[config.mk]
export PLATFORM = sky130hd
export DESIGN_NAME = spi_frame_engine_flat
export DESIGN_NICKNAME = d
export VERILOG_FILES = /design/src/rtl/spi_frame_engine_pkg.sv /design/src/rtl/spi_frame_engine_if.sv /design/src/rtl/spi_frame_engine_sync_edge.sv /design/src/rtl/spi_frame_engine.sv /design/src/flat_wrapper.sv
export SDC_FILE = /design/constraint.sdc
export NUM_CORES = 1
export LEC_CHECK = 0
export BUFFER_PORTS_ARGS = -buffer_cell sky130_fd_sc_hd__buf_4
export CAP_MARGIN = 20
export CORE_MARGIN = 2
export CORE_UTILIZATION = 30
export CTS_BUF_LIST = sky130_fd_sc_hd__clkbuf_8 sky130_fd_sc_hd__clkbuf_16
export DETAILED_ROUTE_END_ITERATION = 8
export PLACE_DENSITY = 0.51
export SETUP_SLACK_MARGIN = 0.1
export SYNTH_ARGS = -nofsm -noshare
export SYNTH_HDL_FRONTEND = slang
export SYNTH_SLANG_ARGS = --single-unit
[constraint.sdc]
create_clock -name clk -period 7.05 [get_ports clk]
set_input_delay 1.0575 -clock clk [delete_from_list [all_inputs] [get_ports clk]]
set_output_delay 1.0575 -clock clk [all_outputs]
set_load 0.01 [all_outputs]
[src/rtl/spi_frame_engine_pkg.sv]
// Shared constants, FSM encoding and bridge command-word field positions
// for the SPI frame engine.
package spi_frame_pkg;

  localparam int unsigned SPI_OUT_W = 72;
  localparam int unsigned SPI_IN_W  = 40;

  localparam logic [1:0] ST_IDLE   = 2'd0;
  localparam logic [1:0] ST_SHIFT  = 2'd1;
  localparam logic [1:0] ST_COMMIT = 2'd2;

  typedef enum logic [1:0] {
    IDLE   = ST_IDLE,
    SHIFT  = ST_SHIFT,
    COMMIT = ST_COMMIT
  } state_t;

  // Field layout of spi_out as decoded by the debug bridge
  localparam int unsigned ADDR_MSB    = 71;
  localparam int unsigned ADDR_LSB    = 40;
  localparam int unsigned DATA_MSB    = 39;
  localparam int unsigned DATA_LSB    = 8;
  localparam int unsigned WE_BIT      = 3;
  localparam int unsigned START_BIT   = 2;
  localparam int unsigned RST_SYS_BIT = 1;
  localparam int unsigned RST_CPU_BIT = 0;

endpackage

[src/rtl/spi_frame_engine_if.sv]
// SPI pins plus the parallel command/status words exchanged with the bridge.
interface spi_frame_engine_if #(
  parameter int unsigned OUT_W = 72,
  parameter int unsigned IN_W  = 40
);
  logic             spi_sck;
  logic             spi_cs_n;
  logic             spi_mosi;
  logic             spi_miso;
  logic             spi_miso_oe;
  logic [OUT_W-1:0] spi_out;
  logic [IN_W-1:0]  spi_in;
  logic             frame_valid;
  logic             frame_err;

  modport master (
    output spi_sck, spi_cs_n, spi_mosi, spi_in,
    input  spi_miso, spi_miso_oe, spi_out, frame_valid, frame_err
  );

  modport slave (
    input  spi_sck, spi_cs_n, spi_mosi, spi_in,
    output spi_miso, spi_miso_oe, spi_out, frame_valid, frame_err
  );
endinterface

[src/rtl/spi_frame_engine_sync_edge.sv]
// Multi-flop synchroniser for an asynchronous pin with rise/fall pulses
// derived from one trailing edge-detect flop.
module spi_sync_edge #(
  parameter int unsigned STAGES  = 2,
  parameter logic        RST_VAL = 1'b0
) (
  input  logic clk,
  input  logic rst,
  input  logic d,
  output logic q,
  output logic rise,
  output logic fall
);

  logic [STAGES-1:0] sync_sr;
  logic              prev;

  always_ff @(posedge clk or posedge rst) begin
    if (rst) begin
      sync_sr <= {STAGES{RST_VAL}};
      prev    <= RST_VAL;
    end else begin
      sync_sr[0] <= d;
      for (int unsigned i = 1; i < STAGES; i++) begin
        sync_sr[i] <= sync_sr[i-1];
      end
      prev <= sync_sr[STAGES-1];
    end
  end

  assign q    = sync_sr[STAGES-1];
  assign rise = q & ~prev;
  assign fall = ~q & prev;

endmodule

[src/rtl/spi_frame_engine.sv]
// Oversampled SPI mode-0 slave: deserialises MOSI into spi_out on complete
// frames and serialises a CS-fall snapshot of spi_in onto MISO.
module spi_frame_engine
  import spi_frame_pkg::*;
#(
  parameter int unsigned OUT_W       = SPI_OUT_W,
  parameter int unsigned IN_W        = SPI_IN_W,
  parameter int unsigned SYNC_STAGES = 2
) (
  input  logic               clk,
  input  logic               rst,
  spi_frame_engine_if.slave  bus
);

  localparam int unsigned CNT_W  = $clog2(OUT_W + 2);
  localparam int unsigned FILL_W = $clog2(SYNC_STAGES + 1);
  localparam logic [CNT_W-1:0]  CNT_FULL  = CNT_W'(OUT_W);
  localparam logic [CNT_W-1:0]  CNT_SAT   = CNT_W'(OUT_W + 1);
  localparam logic [FILL_W-1:0] FILL_DONE = FILL_W'(SYNC_STAGES);

  logic sck_q, sck_rise, sck_fall;
  logic cs_q, cs_rise, cs_fall;
  logic [SYNC_STAGES-1:0] mosi_sr;
  logic mosi_q;

  state_t            state;
  logic [CNT_W-1:0]  bitcnt;
  logic              overrun;
  logic [OUT_W-1:0]  rx_sr;
  logic [IN_W-1:0]   tx_sr;
  logic [OUT_W-1:0]  out_q;
  logic              miso_q, miso_oe_q, valid_q, err_q;
  logic [FILL_W-1:0] fill_cnt;
  logic              armed;

  spi_sync_edge #(.STAGES(SYNC_STAGES), .RST_VAL(1'b0)) u_sck_sync (
    .clk  (clk),
    .rst  (rst),
    .d    (bus.spi_sck),
    .q    (sck_q),
    .rise (sck_rise),
    .fall (sck_fall)
  );

  spi_sync_edge #(.STAGES(SYNC_STAGES), .RST_VAL(1'b1)) u_cs_sync (
    .clk  (clk),
    .rst  (rst),
    .d    (bus.spi_cs_n),
    .q    (cs_q),
    .rise (cs_rise),
    .fall (cs_fall)
  );

  // Same depth as the SCK path so MOSI is sampled at the SCK-rise instant
  always_ff @(posedge clk or posedge rst) begin
    if (rst) begin
      mosi_sr <= '0;
    end else begin
      mosi_sr[0] <= bus.spi_mosi;
      for (int unsigned i = 1; i < SYNC_STAGES; i++) begin
        mosi_sr[i] <= mosi_sr[i-1];
      end
    end
  end
  assign mosi_q = mosi_sr[SYNC_STAGES-1];

  // armed: CS must be seen high on the real pin after reset before a fall
  // counts, so a frame straddling reset release is never picked up.
  always_ff @(posedge clk or posedge rst) begin
    if (rst) begin
      state     <= IDLE;
      bitcnt    <= '0;
      overrun   <= 1'b0;
      rx_sr     <= '0;
      tx_sr     <= '0;
      out_q     <= '0;
      miso_q    <= 1'b0;
      miso_oe_q <= 1'b0;
      valid_q   <= 1'b0;
      err_q     <= 1'b0;
      fill_cnt  <= '0;
      armed     <= 1'b0;
    end else begin
      valid_q <= 1'b0;
      err_q   <= 1'b0;

      if (fill_cnt != FILL_DONE) begin
        fill_cnt <= fill_cnt + 1'b1;
      end else if (cs_q) begin
        armed <= 1'b1;
      end

      unique case (state)
        IDLE: begin
          if (cs_fall && armed) begin
            tx_sr     <= bus.spi_in;
            miso_q    <= bus.spi_in[IN_W-1];
            miso_oe_q <= 1'b1;
            bitcnt    <= '0;
            overrun   <= 1'b0;
            state     <= SHIFT;
          end
        end

        SHIFT: begin
          if (cs_rise) begin
            miso_oe_q <= 1'b0;
            miso_q    <= 1'b0;
            state     <= COMMIT;
          end else begin
            if (sck_rise) begin
              rx_sr <= {rx_sr[OUT_W-2:0], mosi_q};
              if (bitcnt != CNT_SAT) begin
                bitcnt <= bitcnt + 1'b1;
                if (bitcnt == CNT_FULL) overrun <= 1'b1;
              end
            end
            // Zero fill means MISO naturally reads 0 once IN_W bits are out
            if (sck_fall) begin
              tx_sr  <= {tx_sr[IN_W-2:0], 1'b0};
              miso_q <= tx_sr[IN_W-2];
            end
          end
        end

        COMMIT: begin
          if (bitcnt == CNT_FULL && !overrun) begin
            out_q   <= rx_sr;
            valid_q <= 1'b1;
          end else begin
            err_q <= 1'b1;
          end
          state <= IDLE;
        end

        default: state <= IDLE;
      endcase
    end
  end

  assign bus.spi_out     = out_q;
  assign bus.spi_miso    = miso_q;
  assign bus.spi_miso_oe = miso_oe_q;
  assign bus.frame_valid = valid_q;
  assign bus.frame_err   = err_q;

endmodule

[src/flat_wrapper.sv]
// flat-port wrapper written by rule: the top's interface ports become plain ports
module spi_frame_engine_flat import spi_frame_pkg::*;
#(
  parameter int unsigned OUT_W       = SPI_OUT_W,
  parameter int unsigned IN_W        = SPI_IN_W,
  parameter int unsigned SYNC_STAGES = 2
)
  (clk, rst, bus_spi_sck, bus_spi_cs_n, bus_spi_mosi, bus_spi_in, bus_spi_miso, bus_spi_miso_oe, bus_spi_out, bus_frame_valid, bus_frame_err);
  spi_frame_engine_if #(.OUT_W(OUT_W), .IN_W(IN_W)) bus_i ();
  input  logic clk;
  input  logic rst;
  input wire logic [$bits(bus_i.spi_sck)-1:0] bus_spi_sck;
  input wire logic [$bits(bus_i.spi_cs_n)-1:0] bus_spi_cs_n;
  input wire logic [$bits(bus_i.spi_mosi)-1:0] bus_spi_mosi;
  input wire logic [$bits(bus_i.spi_in)-1:0] bus_spi_in;
  output wire logic [$bits(bus_i.spi_miso)-1:0] bus_spi_miso;
  output wire logic [$bits(bus_i.spi_miso_oe)-1:0] bus_spi_miso_oe;
  output wire logic [$bits(bus_i.spi_out)-1:0] bus_spi_out;
  output wire logic [$bits(bus_i.frame_valid)-1:0] bus_frame_valid;
  output wire logic [$bits(bus_i.frame_err)-1:0] bus_frame_err;
  assign bus_i.spi_sck = bus_spi_sck;
  assign bus_i.spi_cs_n = bus_spi_cs_n;
  assign bus_i.spi_mosi = bus_spi_mosi;
  assign bus_i.spi_in = bus_spi_in;
  assign bus_spi_miso = bus_i.spi_miso;
  assign bus_spi_miso_oe = bus_i.spi_miso_oe;
  assign bus_spi_out = bus_i.spi_out;
  assign bus_frame_valid = bus_i.frame_valid;
  assign bus_frame_err = bus_i.frame_err;
  spi_frame_engine #(.OUT_W(OUT_W), .IN_W(IN_W), .SYNC_STAGES(SYNC_STAGES)) u_core (.clk(clk), .rst(rst), .bus(bus_i));
endmodule
Word level (Yosys, flattened, before mapping). Cells that the tools add are included.

Word-level logic and storage cells: 85. Register bits: 208. Input bits: 45. Output and inout port bits: 76.

Reduce and logical (&&, ||, !) cells: 14. Bitwise operators: 10. Equality and inequality tests: 13. Mux-type cells: 29. Add/subtract/negate cells: 2.

Operators by type and width (count): 39-bit 2-to-1 mux (3); 39-bit case mux with 2 select lines (1); 7-bit 2-to-1 mux (4); 1-bit 2-to-1 mux (14); 7-bit case mux with 2 select lines (1); 2-bit by 1-bit != test with 1-bit output, second input constant (6); 3-bit AND reduction (3); 7-bit by 1-bit adder with 7-bit output, second input constant (1); 7-bit equality test, second input constant (1); 7-bit != test, second input constant (1); 1-bit NOT (6); 1-bit case mux with 2 select lines (3); 2-bit AND reduction (3); 6-bit AND reduction (1); 5-bit AND reduction (1); 1-bit AND (4); 2-bit 2-to-1 mux (2); 2-bit != test, second input constant (2); 2-bit case mux with 2 select lines (1); 4-bit AND reduction (1); 3-bit by 1-bit != test with 1-bit output, second input constant (1); 2-bit by 1-bit adder with 2-bit output, second input constant (1); 2-bit by 1-bit equality test with 1-bit output, second input constant (1); 2-bit equality test, second input constant (1); other kinds (4) (5).

Longest topological paths before layout. Gate-level depths: netlist of the first run.

Word-level depth: 6. Gate-level depth with buffers: 7. Mapped depth without buffers: 5.

Hierarchy. A second synthesis of the first run with hierarchy kept.

Cell total of the unflattened synthesis: 532. Area total of the unflattened synthesis: 8343.0 sq um.

By module, submodules not included: spi_frame_engine (cells an instance 520, sequential area each 5054.8 sq um, times used 1, area each 8151.6 sq um); spi_sync_edge at u_core.u_cs_sync (cells an instance 6, sequential area each 78.8 sq um, times used 1, area each 97.6 sq um); spi_sync_edge at u_core.u_sck_sync (cells an instance 6, sequential area each 75.1 sq um, times used 1, area each 93.8 sq um).

Least setup slack after synthesis of the first run. OpenSTA, ideal clock, no wires.

Kind: register to register. From: register u_core.u_cs_sync.prev. To: register u_core.tx_sr[1]. Data arrival time: 1.783 ns. Slack: 5.140 ns. Required time: 6.923 ns. Stages on the path, launching flop included: 7. Period minus slack after synthesis: 1.910 ns. Library setup time: 0.127 ns. Path buffers: 2. Cells stage by stage: dfstp_2 -> and2b_1 -> o21ai_2 -> a21o_1 -> buf_4 -> buf_6 -> mux2_1.

Word-level cells in the longest chain between the ends: 4. Elaborated cells on any way between the ends: 7. Classes of those cells: eq/ne: 2; bitwise: 3; reduce/logical: 2.

RTL lines: start: declaration (RTL line spi_frame_engine_sync_edge.sv:16) `logic prev;`; start signal: assignment (RTL line spi_frame_engine_sync_edge.sv:27) `prev <= sync_sr[STAGES-1];`; 1-bit AND / 1-bit NOT (equally long branches) (RTL line spi_frame_engine_sync_edge.sv:33, spi_frame_engine_sync_edge.sv:32); 1-bit logical AND / 1-bit AND (equally long branches) (RTL line spi_frame_engine.sv:95, spi_frame_engine_sync_edge.sv:32); 2-bit by 1-bit != test with 1-bit output (no line) / 2-bit != test (equally long branches); 4-bit AND reduction (no line) (*); end signal: assignment (RTL line spi_frame_engine.sv:96) `tx_sr <= bus.spi_in;`; end signal: assignment (RTL line spi_frame_engine.sv:120) `tx_sr <= {tx_sr[IN_W-2:0], 1'b0};`; end: declaration (RTL line spi_frame_engine.sv:30) `logic [IN_W-1:0] tx_sr;`.

Every way passes the cells marked *; elsewhere a longest branch is shown, timed or not. A chain may end at the register's enable or synchronous reset.

Worst setup path after layout of the first run.
From: register u_core.state[1]. To: register u_core.rx_sr[4].

Word-level cells in the longest chain between the ends: 2.

RTL lines: start: declaration (RTL line spi_frame_engine.sv:26) `state_t state;`; start signal: assignment (RTL line spi_frame_engine.sv:71) `state <= IDLE;`; start signal: assignment (RTL line spi_frame_engine.sv:101) `state <= SHIFT;`; start signal: assignment (RTL line spi_frame_engine.sv:109) `state <= COMMIT;`; 2-bit by 1-bit equality test with 1-bit output (RTL line spi_frame_engine.sv:93) `unique case (state)`; 3-bit AND reduction (no line); end signal: assignment (RTL line spi_frame_engine.sv:112) `rx_sr <= {rx_sr[OUT_W-2:0], mosi_q};`; end: declaration (RTL line spi_frame_engine.sv:29) `logic [OUT_W-1:0] rx_sr;`.

Every way passes these cells.

==> results of run 1 <==
layout make-up:
class                           count  area [sq um]
Fill cell                        2900         18480
Clock buffer                       32         721.9
Tap cell                          390         488.0
Multi-Input combinational cell    362          3465
Antenna cell                        1         2.502
Inverter                            6         30.03
Sequential cell                   208          5209
Timing Repair Buffer              127         973.4
Clock inverter                     12         115.1
layout by cell type, fill, tap and decap left out, types with 5 or more instances in the layout:
master,netlist,layout
mux2_2,21,21
buf_4,2,126
clkinv_2,0,6
inv_1,6,7
clkbuf_8,0,7
nand2_1,117,117
clkbuf_16,0,25
dfrtp_1,205,205
o21ai_0,5,5
mux2_1,23,23
mux2_4,139,139
nor2_1,7,7
cells by family after synthesis:
family | Yosys count | synth area share
compound gates | 23 | 0.01751
xor+xnor | 1 | 0.0009806
fa+ha+maj | 4 | 0.005602
buf+inv | 36 | 0.03053
flops | 208 | 0.5831
mux | 185 | 0.2913
simple gates | 149 | 0.07101
metal layers:
layer | global-route usage | vias up | routed length, um
met5 | 0 | - | 0
li1 | - | 2331 | -
met2 | 0.1496 | 121 | 6793
met4 | 0.02686 | 0 | 296
met3 | 0.02929 | 28 | 1119
met1 | 0.1590 | 2366 | 8328
power groups by stage:
stage / combinational (mW) / clock [mW] / sequential (mW)
after floorplan: 0.258 / 0 / 1.41
after global placement: 0.324 / 0 / 1.42
after detailed placement: 0.328 / 0 / 1.43
after CTS: 0.329 / 1.33 / 1.41
after global routing: 0.368 / 1.38 / 1.42
final: 0.319 / 1.28 / 1.41
metrics by stage:
step                      cells  setup slack (ps)
after floorplan             606             316.6
after global placement     1092              4202
after detailed placement   1093              4176
after CTS                  1137              4169
after global routing       1137              4005
final                      1138              4233
worst paths after layout:
check	startpoint	end	slack, ps
max	u_core.state[1]	u_core.rx_sr[4]	4230
min in group asynchronous	rst	u_core.tx_sr[15]	660
max reg2reg	u_core.state[1]	u_core.rx_sr[4]	4230
min	u_core.mosi_sr[0]	u_core.mosi_sr[1]	340
min reg2reg	u_core.mosi_sr[0]	u_core.mosi_sr[1]	340
max in group asynchronous	rst	u_core.bus.spi_out[47]	5140
flip-flops by register name, summed over array words and instances, names as in the netlist, 2 cells and up:
register,flops
u_core.tx_sr,39
u_core.u_sck_sync.sync_sr,2
u_core.bitcnt,7
u_core.bus.spi_out,72
u_core.mosi_sr,2
u_core.u_cs_sync.sync_sr,2
u_core.state,2
u_core.fill_cnt,2
u_core.rx_sr,72
==> metrics.csv, run 1 <==
metric,value,unit
cts_htree_levels,1,
async_reset_ff_frac,1.000,
yosysWarnings,0,
run_status,"finished, final reports clean",
clockPowerShare,0.426,
ir_drop,0.1421,mV
ant_nets,0,
post_cts_buffers,0,
grt_pass1_vias,4990,
cp_max_fo,47,
cellPowerDensity,272.8,nW/um^2
ioPinCount,121,
setup_viol,0,
internal_power,2.285,mW
grt_first_pass_wirelength,26940,um
ctsResizeCount,0,
postSynthCellCount,606,
core_area,29480,sq um
clkLatencyLatePin,510,ps
clk_path_buf_depth,3,
wl_per_cell,14.53,um
cts_tree,done,
clk_pin_slew_worst_paths,60,ps
cts_hold_buf,0,
tightest_slew,817.2,ps
synth_edf_count,0,
grt_max_degree,107,
hpwl,10430,um
synth.distinct_cells,35,
worst_path_max_delay_cell,buf_4,
vias,4846,
syn_area_per_cell,14.74,sq um
slew_viol_final,0,
area_growth,23.18,%
worst-path-buf-inv,1,
synthTopCellsByCount,"205 x dfrtp_1, 139 x mux2_4, 117 x nand2_1, 23 x mux2_1, 21 x mux2_2",
final_area,11000,sq um
portBuffers,120,
synthesis.nets,655,
crit_cells,4,
clock_sinks,208,
layout-drive-gt1-share,0.4525,
power_leakage,5.930,nW
hold_viol,0,
tns,0,ps
fmax,355.0,MHz
required,7430,ps
cap_violations,0,
drc,0,
yosys_register_bits,208,
power_switching,0.7173,mW
comb_power_share,0.106,
dpl_cell_area,10160,sq um
crit_type,flop to flop,
drt-total-wl,16540,um
ys.flop_type,dfrtp_1,
pwr-share-seq,0.468,
clock-root-buffer,clkbuf_16,
relSlewSlack,0.4502,
swShare,0.2389,
reg2reg_depth,4,
viasPerCell,4.258,
fin_util,0.3733,
total_power,3.002,mW
syn-cell-area,8934,sq um
antenna_found_initial,1,
crit_family,simple AND/OR/NAND/NOR gates,
slowest_delay,700,ps
synth_top_area_frac,0.5742,
drtIter0Drc,265,
rsz0062_at_grt,false,
hold_path_class,flop to flop,
die_h,176.6,um
fin_nets,778,
yosysTopAreaCell,dfrtp_1,
synthTopCellsByArea,"dfrtp_1 57%, mux2_4 23%, nand2_1 4.9%",
post-route-period-util,0.3996,
dieArea,31180,sq um
crit_chain,nand2b_4 -> or3_4 -> buf_4 -> mux2_1,
grt_usage,0.1060,
yosysMostFrequentCell,dfrtp_1,
ys_seq_area_frac,0.5831,
place_congestion,0.7180,
critPathLaunchType,flop,
period_minus_slack,2817,ps
skew,9.867,ps
first_pass_iters,4,
rows,63,
worstPathArrival,3200,ps
initial_core_util,0.3030,
die_w,176.6,um
crit_path_end_kind,flop,
timing.hold.ws,344.5,ps
grt-ovfl-total,0,
numCtsBuffers,24,
min_path_cells,0,
(Power assumes the default switching activity.)
==> inputs of run 2 (changes only) <==
--- a/config.mk
+++ b/config.mk
@@ -11,7 +11,7 @@
 export CORE_UTILIZATION = 30
 export CTS_BUF_LIST = sky130_fd_sc_hd__clkbuf_8 sky130_fd_sc_hd__clkbuf_16
 export DETAILED_ROUTE_END_ITERATION = 8
-export PLACE_DENSITY = 0.51
+export PLACE_DENSITY = 0.49
 export SETUP_SLACK_MARGIN = 0.1
 export SYNTH_ARGS = -nofsm -noshare
 export SYNTH_HDL_FRONTEND = slang
==> constraint.sdc (replaced) <==
create_clock -name clk -period 2.6 [get_ports clk]
set_input_delay 0.39 -clock clk [delete_from_list [all_inputs] [get_ports clk]]
set_output_delay 0.39 -clock clk [all_outputs]
set_load 0.01 [all_outputs]
==> metrics.csv, run 2 (synthesis gave the netlist of run 1 again) <==
metric,value,unit,change
run_status,"finished, final reports clean",,
worst-path-buf-inv,2,,+1
cap_violations,0,,unchanged
drt-total-wl,16470,um,-0.39%
grt_usage,0.1086,,+0.002583
power_leakage,6.030,nW,+1.7%
drc,0,,unchanged
drtIter0Drc,196,,-26%
hold_path_class,input pin to flop,,
ant_nets,0,,unchanged
post-route-period-util,0.7806,,+0.3810
clk_pin_slew_worst_paths,60,ps,about the same
antenna_found_initial,1,,unchanged
vias,4905,,+1.2%
ioPinCount,121,,unchanged
cts_htree_levels,1,,unchanged
fin_util,0.3800,,+0.006748
rows,63,,unchanged
cp_max_fo,30,,-36%
first_pass_iters,4,,unchanged
tns,0,ps,unchanged
grt_first_pass_wirelength,27780,um,+3.1%
clkLatencyLatePin,530,ps,+20 ps
crit_chain,inv_1 -> ha_1 -> nand4_1 -> or3_4 -> buf_12 -> mux2_4,,
clock_sinks,208,,unchanged
ir_drop,0.4038,mV,+180%
final_area,11200,sq um,+1.8%
hpwl,10560,um,+1.2%
timing.hold.ws,98.99,ps,-245.5 ps
rsz0062_at_grt,false,,
numCtsBuffers,25,,+4.2%
required,3010,ps,-4420 ps
clk_path_buf_depth,3,,unchanged
fmax,492.7,MHz,+39%
viasPerCell,4.269,,+0.25%
cts_tree,done,,
grt_max_degree,78,,-27%
slowest_delay,520,ps,-180 ps
crit_family,simple AND/OR/NAND/NOR gates,,
ctsResizeCount,0,,unchanged
fin_nets,788,,+1.3%
dpl_cell_area,10280,sq um,+1.1%
clock-root-buffer,clkbuf_16,,
portBuffers,120,,unchanged
layout_commonest_cell,dfrtp_1,,
grt_pass1_vias,5163,,+3.5%
die_h,176.6,um,unchanged
period_minus_slack,2030,ps,-787.6 ps
tightest_slew,635.8,ps,-181.4 ps
cellPowerDensity,745.9,nW/um^2,+170%
wl_per_cell,14.34,um,-1.3%
setup_viol,0,,unchanged
mostFrequentLayoutCells,"205 x dfrtp_1, 139 x mux2_4, 124 x buf_4",,
relSlewSlack,0.5706,,+0.1204
layout-drive-gt1-share,0.4499,,-0.002608
crit_type,flop to flop,,
grt-ovfl-total,0,,unchanged
fill_cells,2849,,-1.8%
final.setup.worst_slack,570.3,ps,-3662 ps
dieArea,31180,sq um,unchanged
worstPathArrival,2440,ps,-760 ps
hold_viol,0,,unchanged
worst_path_max_delay_cell,or3_4,,
area_growth,25.41,%,
slew_viol_final,0,,unchanged
die_w,176.6,um,unchanged
skew,13.53,ps,+3.665 ps
initial_core_util,0.3030,,unchanged
dp_slack,554.4,ps,-3621 ps
critPathLaunchType,flop,,
place_congestion,0.7127,,-0.74%
crit_path_end_kind,flop,,
core_area,29480,sq um,unchanged
==> run 2: repair_timing <==
action / in CTS / in global routing
buffers inserted: 0 / 0
hold buffers: 4 / 0
endpoints found under the hold margin: 13 / 0
==> run 2: final timing paths <==
| path | startpoint | endpoint | cells after the start | slack (ps) |
|---|---|---|---|---|
| max | u_core.bitcnt[0] | u_core.bus.spi_out[54] | 6 | 570 |
| min | bus_spi_in[0] | u_core.tx_sr[0] | 3 | 100 |
| max reg2reg | u_core.bitcnt[0] | u_core.bus.spi_out[54] | 6 | 570 |
| min reg2reg | u_core.mosi_sr[0] | u_core.mosi_sr[1] | 0 | 350 |
| max in group asynchronous | rst | u_core.u_cs_sync.sync_sr[0] | 4 | 1430 |
| min in group asynchronous | rst | u_core.bus.frame_valid | 3 | 410 |
==> run 2: worst reg2reg max path, delay by kind of cell, from the launching register on <==
family / cells / cell delay [ps]
adders and majority gates: 1 / 150
buffers and inverters: 2 / 360
DFF: 1 / 410
muxes: 1 / 360
and+or+nand+nor: 2 / 640
==> run 2: power by group <==
group	total, mW	internal, mW	switching, mW
Clock	3.65	2.29	1.35
Sequential	3.80	3.61	0.194
Combinational	0.907	0.472	0.436
==> run 2: layout make-up <==
class	instances	area [sq um]	share of cell area
timing repair buffer	136	1131	0.1010
clock inverter	16	187.7	0.01675
clock buffer	30	694.4	0.06198
antenna	1	2.502	0.0002234
multi-input combinational	362	3465	0.3092
tap	390	488.0	0.04356
sequential	208	5209	0.4649
inverter	6	26.28	0.002345
==> run 2: per-layer routing <==
layer  global-route usage  wire length [um]
met2               0.1533              6671
met1               0.1632              8324
met4              0.02927               408
met5                    0                 0
met3              0.02842              1069
==> run 2: per-stage QoR <==
stage	std cells	total power, mW
detailed placement	1098	4.788
global route	1149	8.807
floorplan	606	4.513
finish	1149	8.357
global placement	1098	4.764
CTS	1148	8.511
